[src/rtl/multicycle_control_if.sv]
// Control/status bundle between the multicycle datapath and its sequencing FSM.
// The datapath side (master) supplies instruction and handshake inputs; the controller (slave) drives strobes.
interface multicycle_control_if;
  localparam int unsigned OPC_W = 4;
  localparam int unsigned SEL_W = 2;

  logic             run;
  logic [OPC_W-1:0] opcode;
  logic             zero;
  logic             mem_ready;

  logic             pc_write;
  logic             pc_write_cond;
  logic [SEL_W-1:0] pc_src;
  logic             iord;
  logic             mem_read;
  logic             mem_write;
  logic             ir_write;
  logic             reg_write;
  logic [SEL_W-1:0] reg_dst;
  logic [SEL_W-1:0] mem_to_reg;
  logic             alu_src_a;
  logic [SEL_W-1:0] alu_src_b;
  logic [OPC_W-1:0] alu_op;
  logic             instr_done;
  logic             fault;
  logic [OPC_W-1:0] state;

  modport master (
    output run, opcode, zero, mem_ready,
    input  pc_write, pc_write_cond, pc_src, iord, mem_read, mem_write, ir_write,
           reg_write, reg_dst, mem_to_reg, alu_src_a, alu_src_b, alu_op,
           instr_done, fault, state
  );

  modport slave (
    input  run, opcode, zero, mem_ready,
    output pc_write, pc_write_cond, pc_src, iord, mem_read, mem_write, ir_write,
           reg_write, reg_dst, mem_to_reg, alu_src_a, alu_src_b, alu_op,
           instr_done, fault, state
  );
endinterface

[src/rtl/multicycle_control.sv]
// Sequencing FSM for the 16-bit multicycle datapath: fetch, decode, execute, memory, write-back,
// with a bounded memory wait that falls into a sticky fault state on timeout.
module multicycle_control #(
  parameter int unsigned MEM_WAIT_MAX = 15
) (
  input logic                  clock,
  input logic                  reset_n,
  multicycle_control_if.slave  bus
);
  localparam int unsigned CNT_W = 8;
  localparam int unsigned OPC_W = 4;
  localparam int unsigned SEL_W = 2;

  typedef enum logic [3:0] {
    S_IDLE   = 4'd0,
    S_FETCH  = 4'd1,
    S_DECODE = 4'd2,
    S_EXEC_R = 4'd3,
    S_EXEC_I = 4'd4,
    S_BRANCH = 4'd5,
    S_JUMP   = 4'd6,
    S_JAL    = 4'd7,
    S_JR     = 4'd8,
    S_ADDR   = 4'd9,
    S_MEM_RD = 4'd10,
    S_MEM_WR = 4'd11,
    S_WB_ALU = 4'd12,
    S_WB_MEM = 4'd13,
    S_FAULT  = 4'd15
  } state_t;

  state_t           r_state;
  state_t           w_next;
  logic [CNT_W-1:0] r_wait_cnt;
  logic             w_is_wait;
  logic             w_timeout;

  logic             w_pc_write;
  logic             w_pc_write_cond;
  logic [SEL_W-1:0] w_pc_src;
  logic             w_iord;
  logic             w_mem_read;
  logic             w_mem_write;
  logic             w_ir_write;
  logic             w_reg_write;
  logic [SEL_W-1:0] w_reg_dst;
  logic [SEL_W-1:0] w_mem_to_reg;
  logic             w_alu_src_a;
  logic [SEL_W-1:0] w_alu_src_b;
  logic [OPC_W-1:0] w_alu_op;
  logic             w_instr_done;
  logic             w_fault;

  always_ff @(posedge clock or negedge reset_n) begin
    if (!reset_n) r_state <= S_IDLE;
    else          r_state <= w_next;
  end

  // Any state change re-arms the counter, so it restarts on every entry to a wait state.
  always_ff @(posedge clock or negedge reset_n) begin
    if (!reset_n)                          r_wait_cnt <= '0;
    else if (w_next != r_state)            r_wait_cnt <= '0;
    else if (w_is_wait && !bus.mem_ready)  r_wait_cnt <= r_wait_cnt + CNT_W'(1);
  end

  assign w_is_wait = (r_state == S_FETCH) || (r_state == S_MEM_RD) || (r_state == S_MEM_WR);
  assign w_timeout = (r_wait_cnt == CNT_W'(MEM_WAIT_MAX)) && !bus.mem_ready;

  always_comb begin
    w_next          = r_state;
    w_pc_write      = 1'b0;
    w_pc_write_cond = 1'b0;
    w_pc_src        = '0;
    w_iord          = 1'b0;
    w_mem_read      = 1'b0;
    w_mem_write     = 1'b0;
    w_ir_write      = 1'b0;
    w_reg_write     = 1'b0;
    w_reg_dst       = '0;
    w_mem_to_reg    = '0;
    w_alu_src_a     = 1'b0;
    w_alu_src_b     = '0;
    w_alu_op        = '0;
    w_instr_done    = 1'b0;
    w_fault         = 1'b0;
    case (r_state)
      S_IDLE: if (bus.run) w_next = S_FETCH;
      S_FETCH: begin
        w_mem_read  = 1'b1;
        w_alu_src_b = 2'd1;
        if (bus.mem_ready) begin
          w_ir_write = 1'b1;
          w_pc_write = 1'b1;
          w_next     = S_DECODE;
        end else if (w_timeout) begin
          w_next = S_FAULT;
        end
      end
      S_DECODE: begin
        w_alu_src_b = 2'd2;
        case (bus.opcode)
          4'd1:       w_next = S_EXEC_I;
          4'd3, 4'd4: w_next = S_BRANCH;
          4'd5:       w_next = S_JUMP;
          4'd6:       w_next = S_JAL;
          4'd7:       w_next = S_JR;
          4'd8, 4'd15: w_next = S_ADDR;
          default:    w_next = S_EXEC_R;
        endcase
      end
      S_EXEC_R: begin
        w_alu_src_a = 1'b1;
        w_alu_src_b = (bus.opcode >= 4'd11 && bus.opcode <= 4'd13) ? 2'd3 : 2'd0;
        w_alu_op    = bus.opcode;
        w_next      = S_WB_ALU;
      end
      S_EXEC_I: begin
        w_alu_src_a = 1'b1;
        w_alu_src_b = 2'd2;
        w_alu_op    = bus.opcode;
        w_next      = S_WB_ALU;
      end
      S_WB_ALU: begin
        w_reg_write  = 1'b1;
        w_reg_dst    = (bus.opcode == 4'd1) ? 2'd0 : 2'd1;
        w_instr_done = 1'b1;
        w_next       = S_FETCH;
      end
      S_BRANCH: begin
        w_alu_src_a     = 1'b1;
        w_alu_op        = bus.opcode;
        w_pc_src        = 2'd1;
        w_pc_write_cond = (bus.opcode == 4'd3) ? bus.zero : !bus.zero;
        w_instr_done    = 1'b1;
        w_next          = S_FETCH;
      end
      S_JUMP: begin
        w_pc_write   = 1'b1;
        w_pc_src     = 2'd2;
        w_instr_done = 1'b1;
        w_next       = S_FETCH;
      end
      S_JAL: begin
        w_pc_write   = 1'b1;
        w_pc_src     = 2'd2;
        w_reg_write  = 1'b1;
        w_reg_dst    = 2'd2;
        w_mem_to_reg = 2'd2;
        w_instr_done = 1'b1;
        w_next       = S_FETCH;
      end
      S_JR: begin
        w_pc_write   = 1'b1;
        w_pc_src     = 2'd3;
        w_instr_done = 1'b1;
        w_next       = S_FETCH;
      end
      S_ADDR: begin
        w_alu_src_a = 1'b1;
        w_alu_src_b = 2'd2;
        w_alu_op    = bus.opcode;
        w_next      = (bus.opcode == 4'd15) ? S_MEM_WR : S_MEM_RD;
      end
      S_MEM_RD: begin
        w_iord     = 1'b1;
        w_mem_read = 1'b1;
        if (bus.mem_ready)  w_next = S_WB_MEM;
        else if (w_timeout) w_next = S_FAULT;
      end
      S_MEM_WR: begin
        w_iord      = 1'b1;
        w_mem_write = 1'b1;
        if (bus.mem_ready) begin
          w_instr_done = 1'b1;
          w_next       = S_FETCH;
        end else if (w_timeout) begin
          w_next = S_FAULT;
        end
      end
      S_WB_MEM: begin
        w_reg_write  = 1'b1;
        w_mem_to_reg = 2'd1;
        w_instr_done = 1'b1;
        w_next       = S_FETCH;
      end
      S_FAULT: w_fault = 1'b1;
      default: w_next = S_IDLE;
    endcase
  end

  assign bus.pc_write      = w_pc_write;
  assign bus.pc_write_cond = w_pc_write_cond;
  assign bus.pc_src        = w_pc_src;
  assign bus.iord          = w_iord;
  assign bus.mem_read      = w_mem_read;
  assign bus.mem_write     = w_mem_write;
  assign bus.ir_write      = w_ir_write;
  assign bus.reg_write     = w_reg_write;
  assign bus.reg_dst       = w_reg_dst;
  assign bus.mem_to_reg    = w_mem_to_reg;
  assign bus.alu_src_a     = w_alu_src_a;
  assign bus.alu_src_b     = w_alu_src_b;
  assign bus.alu_op        = w_alu_op;
  assign bus.instr_done    = w_instr_done;
  assign bus.fault         = w_fault;
  assign bus.state         = r_state;
endmodule
[src/flat_wrapper.sv]
// flat-port wrapper written by rule: the top's interface ports become plain ports
module multicycle_control_flat 
#(
  parameter int unsigned MEM_WAIT_MAX = 15
)
  (clock, reset_n, bus_run, bus_opcode, bus_zero, bus_mem_ready, bus_pc_write, bus_pc_write_cond, bus_pc_src, bus_iord, bus_mem_read, bus_mem_write, bus_ir_write, bus_reg_write, bus_reg_dst, bus_mem_to_reg, bus_alu_src_a, bus_alu_src_b, bus_alu_op, bus_instr_done, bus_fault, bus_state);
  multicycle_control_if bus_i ();
  input logic clock;
  input logic reset_n;
  input wire logic [$bits(bus_i.run)-1:0] bus_run;
  input wire logic [$bits(bus_i.opcode)-1:0] bus_opcode;
  input wire logic [$bits(bus_i.zero)-1:0] bus_zero;
  input wire logic [$bits(bus_i.mem_ready)-1:0] bus_mem_ready;
  output wire logic [$bits(bus_i.pc_write)-1:0] bus_pc_write;
  output wire logic [$bits(bus_i.pc_write_cond)-1:0] bus_pc_write_cond;
  output wire logic [$bits(bus_i.pc_src)-1:0] bus_pc_src;
  output wire logic [$bits(bus_i.iord)-1:0] bus_iord;
  output wire logic [$bits(bus_i.mem_read)-1:0] bus_mem_read;
  output wire logic [$bits(bus_i.mem_write)-1:0] bus_mem_write;
  output wire logic [$bits(bus_i.ir_write)-1:0] bus_ir_write;
  output wire logic [$bits(bus_i.reg_write)-1:0] bus_reg_write;
  output wire logic [$bits(bus_i.reg_dst)-1:0] bus_reg_dst;
  output wire logic [$bits(bus_i.mem_to_reg)-1:0] bus_mem_to_reg;
  output wire logic [$bits(bus_i.alu_src_a)-1:0] bus_alu_src_a;
  output wire logic [$bits(bus_i.alu_src_b)-1:0] bus_alu_src_b;
  output wire logic [$bits(bus_i.alu_op)-1:0] bus_alu_op;
  output wire logic [$bits(bus_i.instr_done)-1:0] bus_instr_done;
  output wire logic [$bits(bus_i.fault)-1:0] bus_fault;
  output wire logic [$bits(bus_i.state)-1:0] bus_state;
  assign bus_i.run = bus_run;
  assign bus_i.opcode = bus_opcode;
  assign bus_i.zero = bus_zero;
  assign bus_i.mem_ready = bus_mem_ready;
  assign bus_pc_write = bus_i.pc_write;
  assign bus_pc_write_cond = bus_i.pc_write_cond;
  assign bus_pc_src = bus_i.pc_src;
  assign bus_iord = bus_i.iord;
  assign bus_mem_read = bus_i.mem_read;
  assign bus_mem_write = bus_i.mem_write;
  assign bus_ir_write = bus_i.ir_write;
  assign bus_reg_write = bus_i.reg_write;
  assign bus_reg_dst = bus_i.reg_dst;
  assign bus_mem_to_reg = bus_i.mem_to_reg;
  assign bus_alu_src_a = bus_i.alu_src_a;
  assign bus_alu_src_b = bus_i.alu_src_b;
  assign bus_alu_op = bus_i.alu_op;
  assign bus_instr_done = bus_i.instr_done;
  assign bus_fault = bus_i.fault;
  assign bus_state = bus_i.state;
  multicycle_control #(.MEM_WAIT_MAX(MEM_WAIT_MAX)) u_core (.clock(clock), .reset_n(reset_n), .bus(bus_i));
endmodule
[config.mk]
export PLATFORM = sky130hd
export DESIGN_NAME = multicycle_control_flat
export DESIGN_NICKNAME = d
export VERILOG_FILES = /design/src/rtl/multicycle_control_if.sv /design/src/rtl/multicycle_control.sv /design/src/flat_wrapper.sv
export SDC_FILE = /design/constraint.sdc
export NUM_CORES = 1
export LEC_CHECK = 0
export ABC_CLOCK_PERIOD_IN_PS = 2150
export BUFFER_PORTS_ARGS = -buffer_cell sky130_fd_sc_hd__buf_2
export CAP_MARGIN = 25
export CORE_MARGIN = 10
export CORE_UTILIZATION = 35
export CTS_CLUSTER_DIAMETER = 150
export DETAILED_ROUTE_END_ITERATION = 7
export PLACE_DENSITY = 0.64
export SYNTH_ARGS = -nofsm -noshare
export SYNTH_HDL_FRONTEND = slang
export SYNTH_SLANG_ARGS = --single-unit
[constraint.sdc]
create_clock -name clock -period 2.15 [get_ports clock]
set_input_delay 0 -clock clock [delete_from_list [all_inputs] [get_ports clock]]
set_output_delay 0 -clock clock [all_outputs]
set_load 0.05 [all_outputs]
# --- After elaboration in Yosys (flattened, before gate mapping) ---
# Memories as Yosys holds them, arrays and structs flattened.
# Index checks and enable logic that the tools add are counted.
totals:
  register_bits: 12
  romBits: 64
  inputBits: 9
  output_inout_bits: 26
  word_cells: 71
  memories: 1
op_classes:
  n_addsub: 1
  magnitude_cmp: 2
  eq_ne: 19
  mux: 28
  n_reduce_logical: 18
memory_table:
  columns: ["name", "depth", "width", "rd", "rd_ports_with_merged_regs", "write_ports", "line_no", "rtl"]
  rows:
  - ["(no name shown)", 16, 4, 1, 0, 0, "multicycle_control.sv:101", "case (bus.opcode)"]
op_table:
  columns: ["op", "n"]
  rows:
  - ["$pmux W4 S9", 1]
  - ["$eq A4 B4 Y1 const B", 8]
  - ["$mux W4", 6]
  - ["$eq A4 B3 Y1 const B", 4]
  - ["$mux W8", 2]
  - ["$eq A4 B2 Y1 const B", 3]
  - ["$mux W1", 12]
  - ["$pmux W2 S3", 2]
  - ["$reduce_or A3 Y1", 3]
  - ["$add A8 B1 Y8 const B", 1]
  - ["$eq A4 B1 Y1 const B", 2]
  - ["$eq A8 B4 Y1 const B", 1]
  - ["$pmux W2 S2", 2]
  - ["$reduce_or A2 Y1", 4]
  - ["$reduce_or A6 Y1", 1]
  - ["$ge A4 B4 Y1 const B", 1]
  - ["$le A4 B4 Y1 const B", 1]
  - ["$logic_not A4 Y1", 1]
  - ["$ne A4 B4 Y1", 1]
  - ["$pmux W1 S2", 2]
  - ["$reduce_or A4 Y1", 1]
  - ["$logic_and A1 B1 Y1", 3]
  - ["$logic_not A1 Y1", 2]
  - ["$logic_or A1 B1 Y1", 2]
  - ["2 further kinds", 2]

# --- Logic depth before layout (Yosys ltp) ---
logic_depth:
  word_depth: 7
  mapped_depth: 7
  ltp_nobuf: 7

# --- Worst setup path before layout ---
# No wires, ideal clock.
synth_timing:
  path_type: "register -> output"
  from: "reg u_core.r_state[3] (netlist: u_core.bus.state[3])"
  to: "out bus_pc_write"
  arrival_ns: 3.247
  t_required_ns: 2.150
  setup_slack_ns: -1.097
  path_stages_with_launch: 5
  n_path_buf: 2
  path_cell_list: "dfrtp_1 buf_2 buf_2 nor4b_1 or2_2"
synth_between:
  elab_chain_cells: 3
  word_cells_on_any_way: 6
  cone_classes: "eq/ne: 4; mux: 1; reduce/logical: 1"
synth_lines:
  columns: ["item", "line_no", "rtl"]
  rows:
  - ["from (decl)", "multicycle_control.sv:32", "state_t r_state;"]
  - ["from (signal assigned)", "multicycle_control.sv:56", "else r_state <= w_next;"]
  - ["$eq A4 B3 Y1 or $eq A4 B4 Y1 (tied branches)", "multicycle_control.sv:86", "case (r_state)"]
  - ["$reduce_or A3 Y1 (no line)", null, null]
  - ["$pmux W1 S2 (*)", "multicycle_control.sv:86", null]
  - ["to (decl)", "flat_wrapper.sv:14", "output wire logic [$bits(bus_i.pc_write)-1:0] bus_pc_write;"]
# Mark *: on every way between the ends. The rest lies on a longest branch, timed or not.

# --- Worst setup path after layout ---
layout_timing:
  from: "reg u_core.r_state[3] (netlist: u_core.bus.state[3])"
  to: "out bus_alu_op[3]"
layout_between:
  elab_chain_cells: 3
  word_cells_on_any_way: 6
  cone_classes: "eq/ne: 4; mux: 1; reduce/logical: 1"
layout_lines:
  columns: ["item", "line_no", "rtl"]
  rows:
  - ["$eq A4 B2 Y1 (tied with other cells)", "multicycle_control.sv:86", null]
  - ["$reduce_or A4 Y1 (no line) (*)", null, null]
  - ["$mux W4 (*)", "multicycle_control.sv:86", null]
  - ["to (decl)", "flat_wrapper.sv:26", "output wire logic [$bits(bus_i.alu_op)-1:0] bus_alu_op;"]
# Marks and branches as above.

==> impl_metrics.tcl <==
set metrics [dict create \
    status "completed" \
    setup_viol 0 \
    syn2layout_area_growth_pct 26.0 \
    initial_core_util_pct 36.7 \
    overflow 0 \
    ant_nets 0 \
    place_area_um2 1650 \
    worstPathArrival_ns 1.96 \
    dr.first_iter.drc_count 116 \
    gp_congestion 0.827 \
    total_power_uw 2340 \
    die_area_um2 6790 \
    synth_compound_area_share_pct 25.7 \
    fin_worst_skew_ns 0.00110 \
    synth-xor-area-share_pct 5.14 \
    cts_tree "yes" \
    finalMaxSlewViolations 0 \
    rsz0062_at_grt "no" \
    layout_common_cells "buf_2, nand2_1, nor2_1" \
    fp-row-count 22 \
    synthesis.area_um2 1360 \
    die_y_um 82.4 \
    ys_warn_count 0 \
    clk_latency_ns 0.24 \
    max-slew-margin-rel_pct 70.7 \
    cpPeakStageDelay_ns 0.56 \
    synth_cell_types 52 \
    synth-seq-area-share_pct 22.0 \
    io_pins 35 \
    cts.sinks 12 \
    clockBufferDepth 2 \
    post-route-min-period_ns 1.96 \
    drc 0 \
    p_leak_uw 0.000790 \
    avgSynthCellArea_um2 7.37 \
    worstPathRequired_ns 2.15 \
    drive_gt1_share_pct 31.7 \
    grt_pass1_wl_mm 6.38 \
    synth_ff_type "dfrtp_1" \
    cp-end-kind "output pin" \
    critPathLaunchType "flip-flop" \
    htreeDepth 1 \
    syn_inst 185 \
    achievable-frequency_ghz 0.511 \
    synthMuxAreaShare_pct 2.29 \
    vias 1427 \
    grt_usage_pct 11.5 \
    path_cells "buf_4 -> nor2b_1 -> nand3_1 -> o21a_1 -> nor2b_1 -> buf_2" \
    portBuffers 34 \
    worst-path-buf-inv 2 \
    nFillCells 379 \
    die_x_um 82.4 \
    hpwl_mm 2.98 \
    layout_commonest_cell "buf_2" \
    maxCapViolations 0 \
    met1_length_mm 1.69 \
    tightest_slew_ns 0.440 \
    drt-total-wl_mm 3.83 \
    dr_wl_met3_um 274 \
    timing_worst_setup_path_type "reg2out" \
    path_clk_slew_ns 0.05 \
    synth-seq-cells 12 \
    postCtsSetupRepairBufs 0 \
    synth_fa_ha_area_share_pct 3.67 \
    antenna_found_initial 0 \
    num_antenna_cells 0 \
    power.density_nw_per_um2 1360 \
    peakVddDrop_mv 0.545 \
    num-nets-final 235 \
    synthSimpleGateAreaFrac_pct 33.3 \
    min_period_over_period_pct 91.0 \
    routed.top_layer "met4" \
    synth_top_family_by_area "simple AND/OR/NAND/NOR gates" \
    clockRootBuffer "clkbuf_8" \
    first_pass_iters 4 \
    finalSetupTns_ns 0 \
    numCtsBuffers 3 \
    synth_edf_count 0 \
    cp_slowest_cell "dfrtp_1" \
    via_per_inst 5.30 \
    wire_per_inst_um 14.2 \
    hold_viol_final 0 \
    cpMostUsedCell "nor2b_1" \
    met2_length_mm 1.81 \
    syn_nets 198 \
    stdcell_area_um2 1720 \
    path_delay_family "flip-flops" \
    async_reset_ff_share_pct 100 \
    grt_pass1_vias 1380 \
    hold_class "in2async" \
    core-area_um2 3720 \
    grt_max_degree 27 \
    crit_path_max_fanout 12 \
]
flip-flops by register name (all words and copies together) (netlist names):
signal	count
u_core.r_wait_cnt	8
u_core.bus.state	4
cells by family after synthesis:
| logic type | after synthesis |
|---|---|
| AOI/OAI and AO/OA | 50 |
| xor gates and xnor gates | 8 |
| adders and majority gates | 4 |
| buffers and inverters | 22 |
| DFF | 12 |
| muxes | 3 |
| and+or+nand+nor | 86 |
metrics by stage:
step	util, %	worst slack (ns)	std cells	hold slack, ns
finish	46.2	0.193	269	0.167
global route	46.2	0.00628	269	0.194
CTS	46.2	0.0981	269	0.172
detailed placement	44.4	0.235	264	-0.105
global placement	44.4	0.269	264	-0.109
floorplan	-	-0.0493	185	-0.296
path summary, 6_finish.rpt:
kind | from | to | slack (ns) | cells after the start
max in group asynchronous | reset_n | u_core.bus.state[0]$_DFF_PN0_ | 1.75 | 2
max | u_core.bus.state[3]$_DFF_PN0_ | bus_alu_op[3] | 0.19 | 6
min in group clock | bus_mem_ready | u_core.bus.state[3]$_DFF_PN0_ | 0.29 | 4
min reg2reg | u_core.r_wait_cnt[7]$_DFFE_PN0P_ | u_core.r_wait_cnt[7]$_DFFE_PN0P_ | 0.58 | 2
max reg2reg | u_core.bus.state[1]$_DFF_PN0_ | u_core.r_wait_cnt[2]$_DFFE_PN0P_ | 0.28 | 6
min | reset_n | u_core.r_wait_cnt[2]$_DFFE_PN0P_ | 0.17 | 2
worst reg2reg max path, stage by stage, from the launching register on:
cell,delay [ns]
dfrtp_1,0.40
buf_12,0.17
or2_4,0.26
a21o_1,0.19
a311oi_2,0.28
o221ai_2,0.24
nor3_1,0.24
cell usage after synthesis (3+ instances only):
library cell  number  area, µm²
nand2b_1           3       18.8
a211oi_1           3       22.5
and2_1             4       25.0
nand2_1           20       75.1
buf_2             10       50.1
nor2b_1            8       50.1
o21ai_0           14       70.1
o21a_1             3       22.5
nand3_1            4       20.0
inv_1              6       22.5
dfrtp_1           12        300
buf_4              3       22.5
nor2_1            20       75.1
xor2_1             4       35.0
nor3_1             9       45.0
a21oi_1            9       45.0
nand3b_1           3       22.5
ha_1               4       50.1
xnor2_1            4       35.0
where the power goes:
group	switching [µW]	leakage [µW]	internal, µW	total, µW
logic	1180	0.000601	556	1730
registers	99.9	0.000161	267	367
clock network	79.6	0.0000288	161	241
layer usage:
layer,vias to the layer above,global-route usage [%]
met5,-,0
li1,729,-
met1,661,14.6
met4,0,3.23
met3,7,2.70
met2,30,19.1
layout make-up:
type / instances / area (µm²) / area share (%)
Timing Repair Buffer: 47 / 283 / 16.5
Sequential cell: 12 / 303 / 17.6
Clock buffer: 4 / 55.1 / 3.20
Inverter: 7 / 27.5 / 1.60
Tap cell: 48 / 60.1 / 3.50
Multi-Input combinational cell: 151 / 990 / 57.6
what timing repair did:
action | 4_1_cts | 5_1_grt
setup endpoints to repair | 0 | 5
hold buffers | 1 | 0
hold endpoints to repair | 12 | 0
resized for setup | 0 | 2
(Power assumes the default switching activity.)
